==> config.mk <==
export PLATFORM = sky130hd
export DESIGN_NAME = multicycle_control
export DESIGN_NICKNAME = d
export VERILOG_FILES = /design/src/rtl/mips_ctrl_pkg.sv /design/src/rtl/multicycle_ctrl_outdec.sv /design/src/rtl/multicycle_control.sv
export SDC_FILE = /design/constraint.sdc
export NUM_CORES = 1
export LEC_CHECK = 0
export CORE_MARGIN = 4
export CORE_UTILIZATION = 31
export CTS_BUF_LIST = sky130_fd_sc_hd__clkbuf_8 sky130_fd_sc_hd__clkbuf_16
export CTS_CLUSTER_DIAMETER = 30
export CTS_CLUSTER_SIZE = 14
export DETAILED_ROUTE_END_ITERATION = 7
export SYNTH_ARGS = -nofsm -noshare
export SYNTH_HDL_FRONTEND = slang
export SYNTH_HIERARCHICAL = 1
export SYNTH_SLANG_ARGS = --single-unit
==> constraint.sdc <==
create_clock -name clk -period 3.3 [get_ports clk]
set_input_delay 0.495 -clock clk [delete_from_list [all_inputs] [get_ports clk]]
set_output_delay 0.495 -clock clk [all_outputs]
set_load 0.02 [all_outputs]
==> src/rtl/mips_ctrl_pkg.sv <==
// mips_ctrl_pkg: opcodes, alu_op/mux encodings, FSM states and control bundle shared by the MIPS control path
package mips_ctrl_pkg;
  localparam logic [5:0] OP_RTYPE = 6'b000000;
  localparam logic [5:0] OP_J     = 6'b000010;
  localparam logic [5:0] OP_BEQ   = 6'b000100;
  localparam logic [5:0] OP_BNE   = 6'b000101;
  localparam logic [5:0] OP_ADDI  = 6'b001000;
  localparam logic [5:0] OP_ANDI  = 6'b001100;
  localparam logic [5:0] OP_ORI   = 6'b001101;
  localparam logic [5:0] OP_LW    = 6'b100011;
  localparam logic [5:0] OP_SW    = 6'b101011;
  localparam logic [2:0] ALU_ADD   = 3'b000;
  localparam logic [2:0] ALU_SUB   = 3'b001;
  localparam logic [2:0] ALU_RTYPE = 3'b010;
  localparam logic [2:0] ALU_ADDI  = 3'b100;
  localparam logic [2:0] ALU_ANDI  = 3'b101;
  localparam logic [2:0] ALU_ORI   = 3'b111;
  localparam logic [1:0] SRCB_B      = 2'b00;
  localparam logic [1:0] SRCB_FOUR   = 2'b01;
  localparam logic [1:0] SRCB_IMM    = 2'b10;
  localparam logic [1:0] SRCB_IMM_SH = 2'b11;
  localparam logic [1:0] PCSRC_ALU    = 2'b00;
  localparam logic [1:0] PCSRC_ALUOUT = 2'b01;
  localparam logic [1:0] PCSRC_JUMP   = 2'b10;
  typedef enum logic [3:0] {
    S_FETCH, S_DECODE, S_MEM_ADDR, S_MEM_READ, S_MEM_WB, S_MEM_WRITE, S_R_EXEC,
    S_R_WB, S_BRANCH, S_JUMP, S_IMM_EXEC, S_IMM_WB, S_TRAP
  } state_t;
  typedef struct packed {
    logic       pc_write;
    logic       pc_write_cond;
    logic       pc_write_not;
    logic       i_or_d;
    logic       mem_read;
    logic       mem_write;
    logic       ir_write;
    logic       mem_to_reg;
    logic       reg_dst;
    logic       reg_write;
    logic       alu_src_a;
    logic [1:0] alu_src_b;
    logic [2:0] alu_op;
    logic [1:0] pc_source;
    logic       instr_done;
    logic       illegal_op;
  } ctrl_t;
  function automatic logic op_known(input logic [5:0] op);
    return op inside {OP_RTYPE, OP_J, OP_BEQ, OP_BNE, OP_ADDI, OP_ANDI, OP_ORI, OP_LW, OP_SW};
  endfunction
endpackage

==> src/rtl/multicycle_ctrl_outdec.sv <==
// multicycle_ctrl_outdec: state/opcode/mem_ready to control-signal decode.
// MULTICYCLE_CTRL_ILLEGAL_TRAP_EN selects TRAP vs NOP handling of unknown opcodes.
module multicycle_ctrl_outdec
  import mips_ctrl_pkg::*;
(
  input  state_t     state,
  input  logic [5:0] opcode,
  input  logic       mem_ready,
  output ctrl_t      c
);
  always_comb begin
    c = '0;
    case (state)
      S_FETCH: begin
        c.mem_read  = 1'b1;
        c.alu_src_b = SRCB_FOUR;
        c.ir_write  = mem_ready;
        c.pc_write  = mem_ready;
      end
      S_DECODE: begin
        c.alu_src_b = SRCB_IMM_SH;
`ifndef MULTICYCLE_CTRL_ILLEGAL_TRAP_EN
        c.instr_done = ~op_known(opcode);
`endif
      end
      S_MEM_ADDR: begin
        c.alu_src_a = 1'b1;
        c.alu_src_b = SRCB_IMM;
      end
      S_MEM_READ: begin
        c.mem_read = 1'b1;
        c.i_or_d   = 1'b1;
      end
      S_MEM_WB: begin
        c.reg_write  = 1'b1;
        c.mem_to_reg = 1'b1;
        c.instr_done = 1'b1;
      end
      S_MEM_WRITE: begin
        c.mem_write  = 1'b1;
        c.i_or_d     = 1'b1;
        c.instr_done = mem_ready;
      end
      S_R_EXEC: begin
        c.alu_src_a = 1'b1;
        c.alu_op    = ALU_RTYPE;
      end
      S_R_WB: begin
        c.reg_write  = 1'b1;
        c.reg_dst    = 1'b1;
        c.instr_done = 1'b1;
      end
      S_BRANCH: begin
        c.alu_src_a     = 1'b1;
        c.alu_op        = ALU_SUB;
        c.pc_source     = PCSRC_ALUOUT;
        c.pc_write_cond = opcode == OP_BEQ;
        c.pc_write_not  = opcode == OP_BNE;
        c.instr_done    = 1'b1;
      end
      S_JUMP: begin
        c.pc_write   = 1'b1;
        c.pc_source  = PCSRC_JUMP;
        c.instr_done = 1'b1;
      end
      S_IMM_EXEC: begin
        c.alu_src_a = 1'b1;
        c.alu_src_b = SRCB_IMM;
        c.alu_op    = opcode == OP_ADDI ? ALU_ADDI : opcode == OP_ANDI ? ALU_ANDI : ALU_ORI;
      end
      S_IMM_WB: begin
        c.reg_write  = 1'b1;
        c.instr_done = 1'b1;
      end
`ifdef MULTICYCLE_CTRL_ILLEGAL_TRAP_EN
      S_TRAP: c.illegal_op = 1'b1;
`endif
      default: ;
    endcase
  end
endmodule

==> src/rtl/multicycle_control.sv <==
// multicycle_control: MIPS multicycle main control FSM (state register + next-state logic).
// MULTICYCLE_CTRL_ILLEGAL_TRAP_EN: unknown opcodes lock into TRAP instead of acting as NOPs.
module multicycle_control
  import mips_ctrl_pkg::*;
(
  input  logic       clk,
  input  logic       reset_n,
  input  logic [5:0] opcode,
  input  logic       mem_ready,
  output logic       pc_write,
  output logic       pc_write_cond,
  output logic       pc_write_not,
  output logic       i_or_d,
  output logic       mem_read,
  output logic       mem_write,
  output logic       ir_write,
  output logic       mem_to_reg,
  output logic       reg_dst,
  output logic       reg_write,
  output logic       alu_src_a,
  output logic [1:0] alu_src_b,
  output logic [2:0] alu_op,
  output logic [1:0] pc_source,
  output logic       instr_done,
  output logic       illegal_op
);
`ifdef MULTICYCLE_CTRL_ILLEGAL_TRAP_EN
  localparam state_t ILL_NEXT = S_TRAP;
`else
  localparam state_t ILL_NEXT = S_FETCH;
`endif
  state_t state, next;
  ctrl_t  c;
  always_ff @(posedge clk or negedge reset_n)
    if (!reset_n) state <= S_FETCH;
    else          state <= next;
  always_comb begin
    next = S_FETCH;
    case (state)
      S_FETCH:     next = mem_ready ? S_DECODE : S_FETCH;
      S_DECODE:
        case (opcode)
          OP_RTYPE:                 next = S_R_EXEC;
          OP_LW, OP_SW:             next = S_MEM_ADDR;
          OP_BEQ, OP_BNE:           next = S_BRANCH;
          OP_J:                     next = S_JUMP;
          OP_ADDI, OP_ANDI, OP_ORI: next = S_IMM_EXEC;
          default:                  next = ILL_NEXT;
        endcase
      S_MEM_ADDR:  next = opcode == OP_LW ? S_MEM_READ : S_MEM_WRITE;
      S_MEM_READ:  next = mem_ready ? S_MEM_WB : S_MEM_READ;
      S_MEM_WRITE: next = mem_ready ? S_FETCH : S_MEM_WRITE;
      S_R_EXEC:    next = S_R_WB;
      S_IMM_EXEC:  next = S_IMM_WB;
      S_TRAP:      next = S_TRAP;
      default:     next = S_FETCH;
    endcase
  end
  multicycle_ctrl_outdec u_outdec (
    .state     (state),
    .opcode    (opcode),
    .mem_ready (mem_ready),
    .c         (c)
  );
  // gating by reset_n kills any in-flight write the moment reset asserts
  assign {pc_write, pc_write_cond, pc_write_not, i_or_d, mem_read, mem_write, ir_write,
          mem_to_reg, reg_dst, reg_write, alu_src_a, alu_src_b, alu_op, pc_source,
          instr_done, illegal_op} = reset_n ? c : '0;
endmodule

Yosys cells after proc, flatten, opt, wreduce, memory -nomap -nowiden. Cells that the tools add are included.

Logic and storage cells: 57. Flip-flop bits (word level): 4. Output and inout bits: 20.

Bitwise logic cells: 1. Equal/unequal tests: 20. Reduce and logical (&&, ||, !) cells: 12. Multiplexer cells: 23.

Operators with widths (count): one-hot mux 4 bit (8 select lines) (1); == test 4 bit (second input constant) (5); 2-to-1 mux 20 bit (1); one-hot mux 4 bit (5 select lines) (1); == test 6 x 4 -> 1 bit (second input constant) (3); == test 4 x 3 -> 1 bit (second input constant) (4); == test 6 x 3 -> 1 bit (second input constant) (2); == test 6 bit (second input constant) (2); 2-to-1 mux 3 bit (4); OR reduction 2 bit (5); 2-to-1 mux 1 bit (9); one-hot mux 3 bit (3 select lines) (1); nonzero test 9 bit (1); == test 4 x 2 -> 1 bit (second input constant) (2); == test 6 x 2 -> 1 bit (second input constant) (1); logical NOT 6 bit (1); one-hot mux 2 bit (3 select lines) (1); OR reduction 3 bit (2); OR reduction 5 bit (1); == test 4 x 1 -> 1 bit (second input constant) (1); logical NOT 4 bit (1); 2-to-1 mux 2 bit (2); one-hot mux 2 bit (2 select lines) (1); OR reduction 4 bit (1); other kinds (3) (3).

Depth between registers and ports, before layout.
Depth in word-level cells: 5. Mapped depth: 5.

Modules after synthesis. The synthesis kept the hierarchy.

Modules (own cells, without submodules): multicycle_control (area each 508.0 um^2, cells an instance 66, times used 1); multicycle_ctrl_outdec (area each 330.3 um^2, cells an instance 53, times used 1).

Least setup slack after synthesis. No wires, ideal clock.

Path type: register -> register. Start point: register state[1]. End point: register state[3]. Slack: 1410 ps. Cell stages (with the launch flop): 6. Path buffers: 1. Period minus slack after synthesis: 1890 ps. Arrival: 1786 ps. Cells stage by stage: dfrtp_1 buf_6 or4b_1 or2_1 or4_1 o311ai_1.

Word-level cells in the longest chain between the ends: 2. Elaborated cells between the ends (all ways): 9.

RTL lines: start: declaration (RTL line multicycle_control.sv:32) `state_t state, next;`; start signal: assignment (RTL line multicycle_control.sv:36) `else state <= next;`; == test 4 bit, or another cell as far along (RTL line multicycle_control.sv:39) `case (state)`; one-hot mux 4 bit (8 select lines) * (RTL line multicycle_control.sv:39); net next[3] (RTL line multicycle_control.sv:32).

Mark *: on every way through the listed nets, which the timed path passes. The rest lies on a longest branch.

==> flow_metrics.py <==
metrics = {
    "setup_path": {
        "required_ns": 2.80,
        "worst_setup_path_start_kind": "input port",
        "critPathMostFrequentCell": "clkdlybuf4s50_1",
        "max_stage_delay_ns": 0.63,
        "cpMaxStageDelayCell": "clkdlybuf4s50_1",
        "path_cells": "clkdlybuf4s50_1 -> and4b_1 -> a211oi_1 -> o2111a_1 -> and2_1 -> clkdlybuf4s50_1",
        "path_max_fanout": 10,
        "rrSetupSlack_ns": 1.13,
        "cp-end-kind": "output port",
        "cp.arrival_ns": 2.53,
        "worstSetupPathType": "input port to output port",
    },
    "global_route": {
        "grt_max_degree": 23,
        "grt_pass1_vias": 792,
        "grt_pass1_wl_um": 3401,
        "gr-total-overflow": 0,
        "track_usage_pct": 11.92,
        "antenna_found_initial": 0,
    },
    "detailed_routing": {
        "wl_um": 2067,
        "drtAntennaViolNets": 0,
        "via_count": 898,
        "vias_per_cell": 5.251,
        "drt_pre_antenna_iters": 4,
        "drc": 0,
        "wire_per_inst_um": 12.09,
        "drt-initial-drc-count": 13,
    },
    "yosys": {
        "syn_area_per_cell_um2": 7.045,
        "muxShareOfSynthArea_pct": 0,
        "syn_nets": 128,
        "synth_ff_type": "dfrtp_1",
        "synthCells": 119,
        "synthXorXnorAreaFrac_pct": 2.090,
        "ys_types": 46,
        "async_flop_share_pct": 100.0,
        "synth-compound-area-share_pct": 21.04,
        "synth_top_family_by_area": "simple AND/OR/NAND/NOR gates",
        "syn_area_um2": 838.3,
        "synth_simple_gate_area_share_pct": 54.03,
        "synth_edf_count": 0,
        "postSynthRegisterBits": 4,
        "synth-seq-area-share_pct": 11.94,
        "yosys_warnings": 6,
        "synth_fa_ha_area_share_pct": 0,
    },
    "layout": {
        "layout.nets": 152,
        "layout_common_cells": "clkdlybuf4s50_1 (27), and2_1 (20), nor2_1 (11), nand2_1 (7), nor3_1 (7)",
        "largest_register_ffs": 4,
        "final_common_cell": "clkdlybuf4s50_1",
        "top_register": "state",
        "num_antenna_cells": 0,
        "drive_gt1_share_pct": 7.801,
        "utilization_pct": 44.79,
        "area_delta_synth_final_pct": 34.78,
        "n_fill_cell": 271,
        "top_regs": "state x4",
    },
    "clock_network": {
        "cts_max_path_buffers": 2,
        "cts_root_buf": "clkbuf_8",
        "ctsResizeCount": 0,
        "cts_buffers": 3,
        "tritoncts": "yes",
        "post_cts_buffers": 0,
        "clk_latency_ns": 0.21,
        "cts.htree.levels": 1,
        "cts_hold_buf": 0,
        "clk_pin_slew_ns": 0.03,
        "clock-sinks": 4,
    },
    "flow_run": {
        "cap_violations": 0,
    },
    "power": {
        "cellPowerDensity_nw_per_um2": 451.3,
        "power_leakage_uw": 0.0004314,
        "ir_worst_vdd_mv": 0.4211,
    },
    "sta": {
        "slew_violations": 0,
        "rsz0062_at_grt": "false",
        "setup_viol": 0,
        "fin_ws_ns": 0.2719,
        "fin_crit_sh_pct": 91.76,
        "max_clock_freq_mhz": 330.2,
        "tns_ns": 0,
        "finalCriticalPeriod_ns": 3.028,
        "hold_violations": 0,
        "clock_skew_ns": 0.0004401,
        "relSlewSlack_pct": 54.41,
        "worst_pin_slew_ns": 0.6838,
    },
    "floorplan": {
        "die_w_um": 60,
        "ios": 29,
        "die_h_um": 60,
        "rows": 18,
        "start_util_pct": 33.23,
        "dieArea_um2": 3600,
        "coreArea_um2": 2522,
    },
    "placed_design": {
        "place_ws_ns": 0.2770,
        "portBuffers": 27,
        "place.gp.congestion": 0.7849,
        "hpwl_um": 1589,
    },
    "outcome": {
        "run_status": "completed",
    },
    "min_path": {
        "hold_class": "flip-flop to flip-flop",
    },
}
==> power breakdown <==
part / total, uW / switching [uW] / leakage [uW] / internal, uW
Sequential: 112 / 51.9 / 0.0000538 / 59.7
Clock: 99.4 / 22.0 / 0.0000216 / 77.5
Combinational: 299 / 146 / 0.000356 / 153
==> through the flow <==
| step | hold WS, ns | power [uW] | cell area, um^2 | std cells |
|---|---|---|---|---|
| 2_1_floorplan | 0.1994 | 325.9 | 838.3 | 119 |
| 3_3_place_gp | 0.8966 | 408.8 | 1089 | 168 |
| 3_5_place_dp | 0.9037 | 413.4 | 1089 | 168 |
| 4_1_cts | 0.9051 | 516.4 | 1130 | 171 |
| 5_1_grt | 0.9928 | 561.9 | 1130 | 171 |
| 6_report | 0.8906 | 509.9 | 1130 | 171 |
==> worst paths after layout <==
path	startpoint	to	depth (start not counted)
worst min register to register	state[1]	state[1]	2
max in group asynchronous	reset_n	state[1]	2
worst min-delay path	state[1]	state[1]	2
min in group asynchronous	reset_n	state[2]	2
worst max register to register	state[1]	state[3]	4
worst max-delay path	opcode[2]	instr_done	6
==> metal layers <==
layer,global-route usage (%),share of wire [%],vias to the layer above
met1,15.87,49,402
met3,1.080,5.8,0
li1,-,-,472
met4,5.063,0,0
met2,19.44,46,24
met5,0,0,-
==> critical path, delay by kind of cell <==
kind | cells | cell delay [ns]
compound gates | 2 | 0.44
buf+inv | 2 | 1.23
simple gates | 2 | 0.37
==> final cells by class <==
type	count	area, um^2	area share, %
Inverter	4	15.01	1.329
Multi-Input combinational cell	101	650.6	57.59
Tap cell	30	37.54	3.322
Sequential cell	4	100.1	8.859
Timing Repair Buffer	29	285.3	25.25
Clock buffer	3	41.29	3.654
==> cell families (layout without fill, tap and decap cells) <==
logic type | after synthesis | in the layout
other cells | 1 | 1
simple gates | 73 | 73
flops | 4 | 4
compound gates | 25 | 25
buf+inv | 14 | 36
xor+xnor | 2 | 2
==> synth_stat cells (2+ instances only) <==
library cell,count,area [um^2]
a21o_1,2,15.01
a21oi_1,4,20.02
a311oi_1,2,17.52
and2_1,20,125.1
buf_4,3,22.52
buf_6,3,33.78
clkbuf_1,3,11.26
dfrtp_1,4,100.1
inv_1,4,15.01
nand2_1,7,26.28
nand2b_1,5,31.28
nor2_1,11,41.29
nor3_1,7,35.03
nor3b_1,4,30.03
nor4_1,3,18.77
o21ai_0,5,25.02
o22ai_1,2,12.51
or4_1,2,15.01
Power figures use the tool's default switching activity.
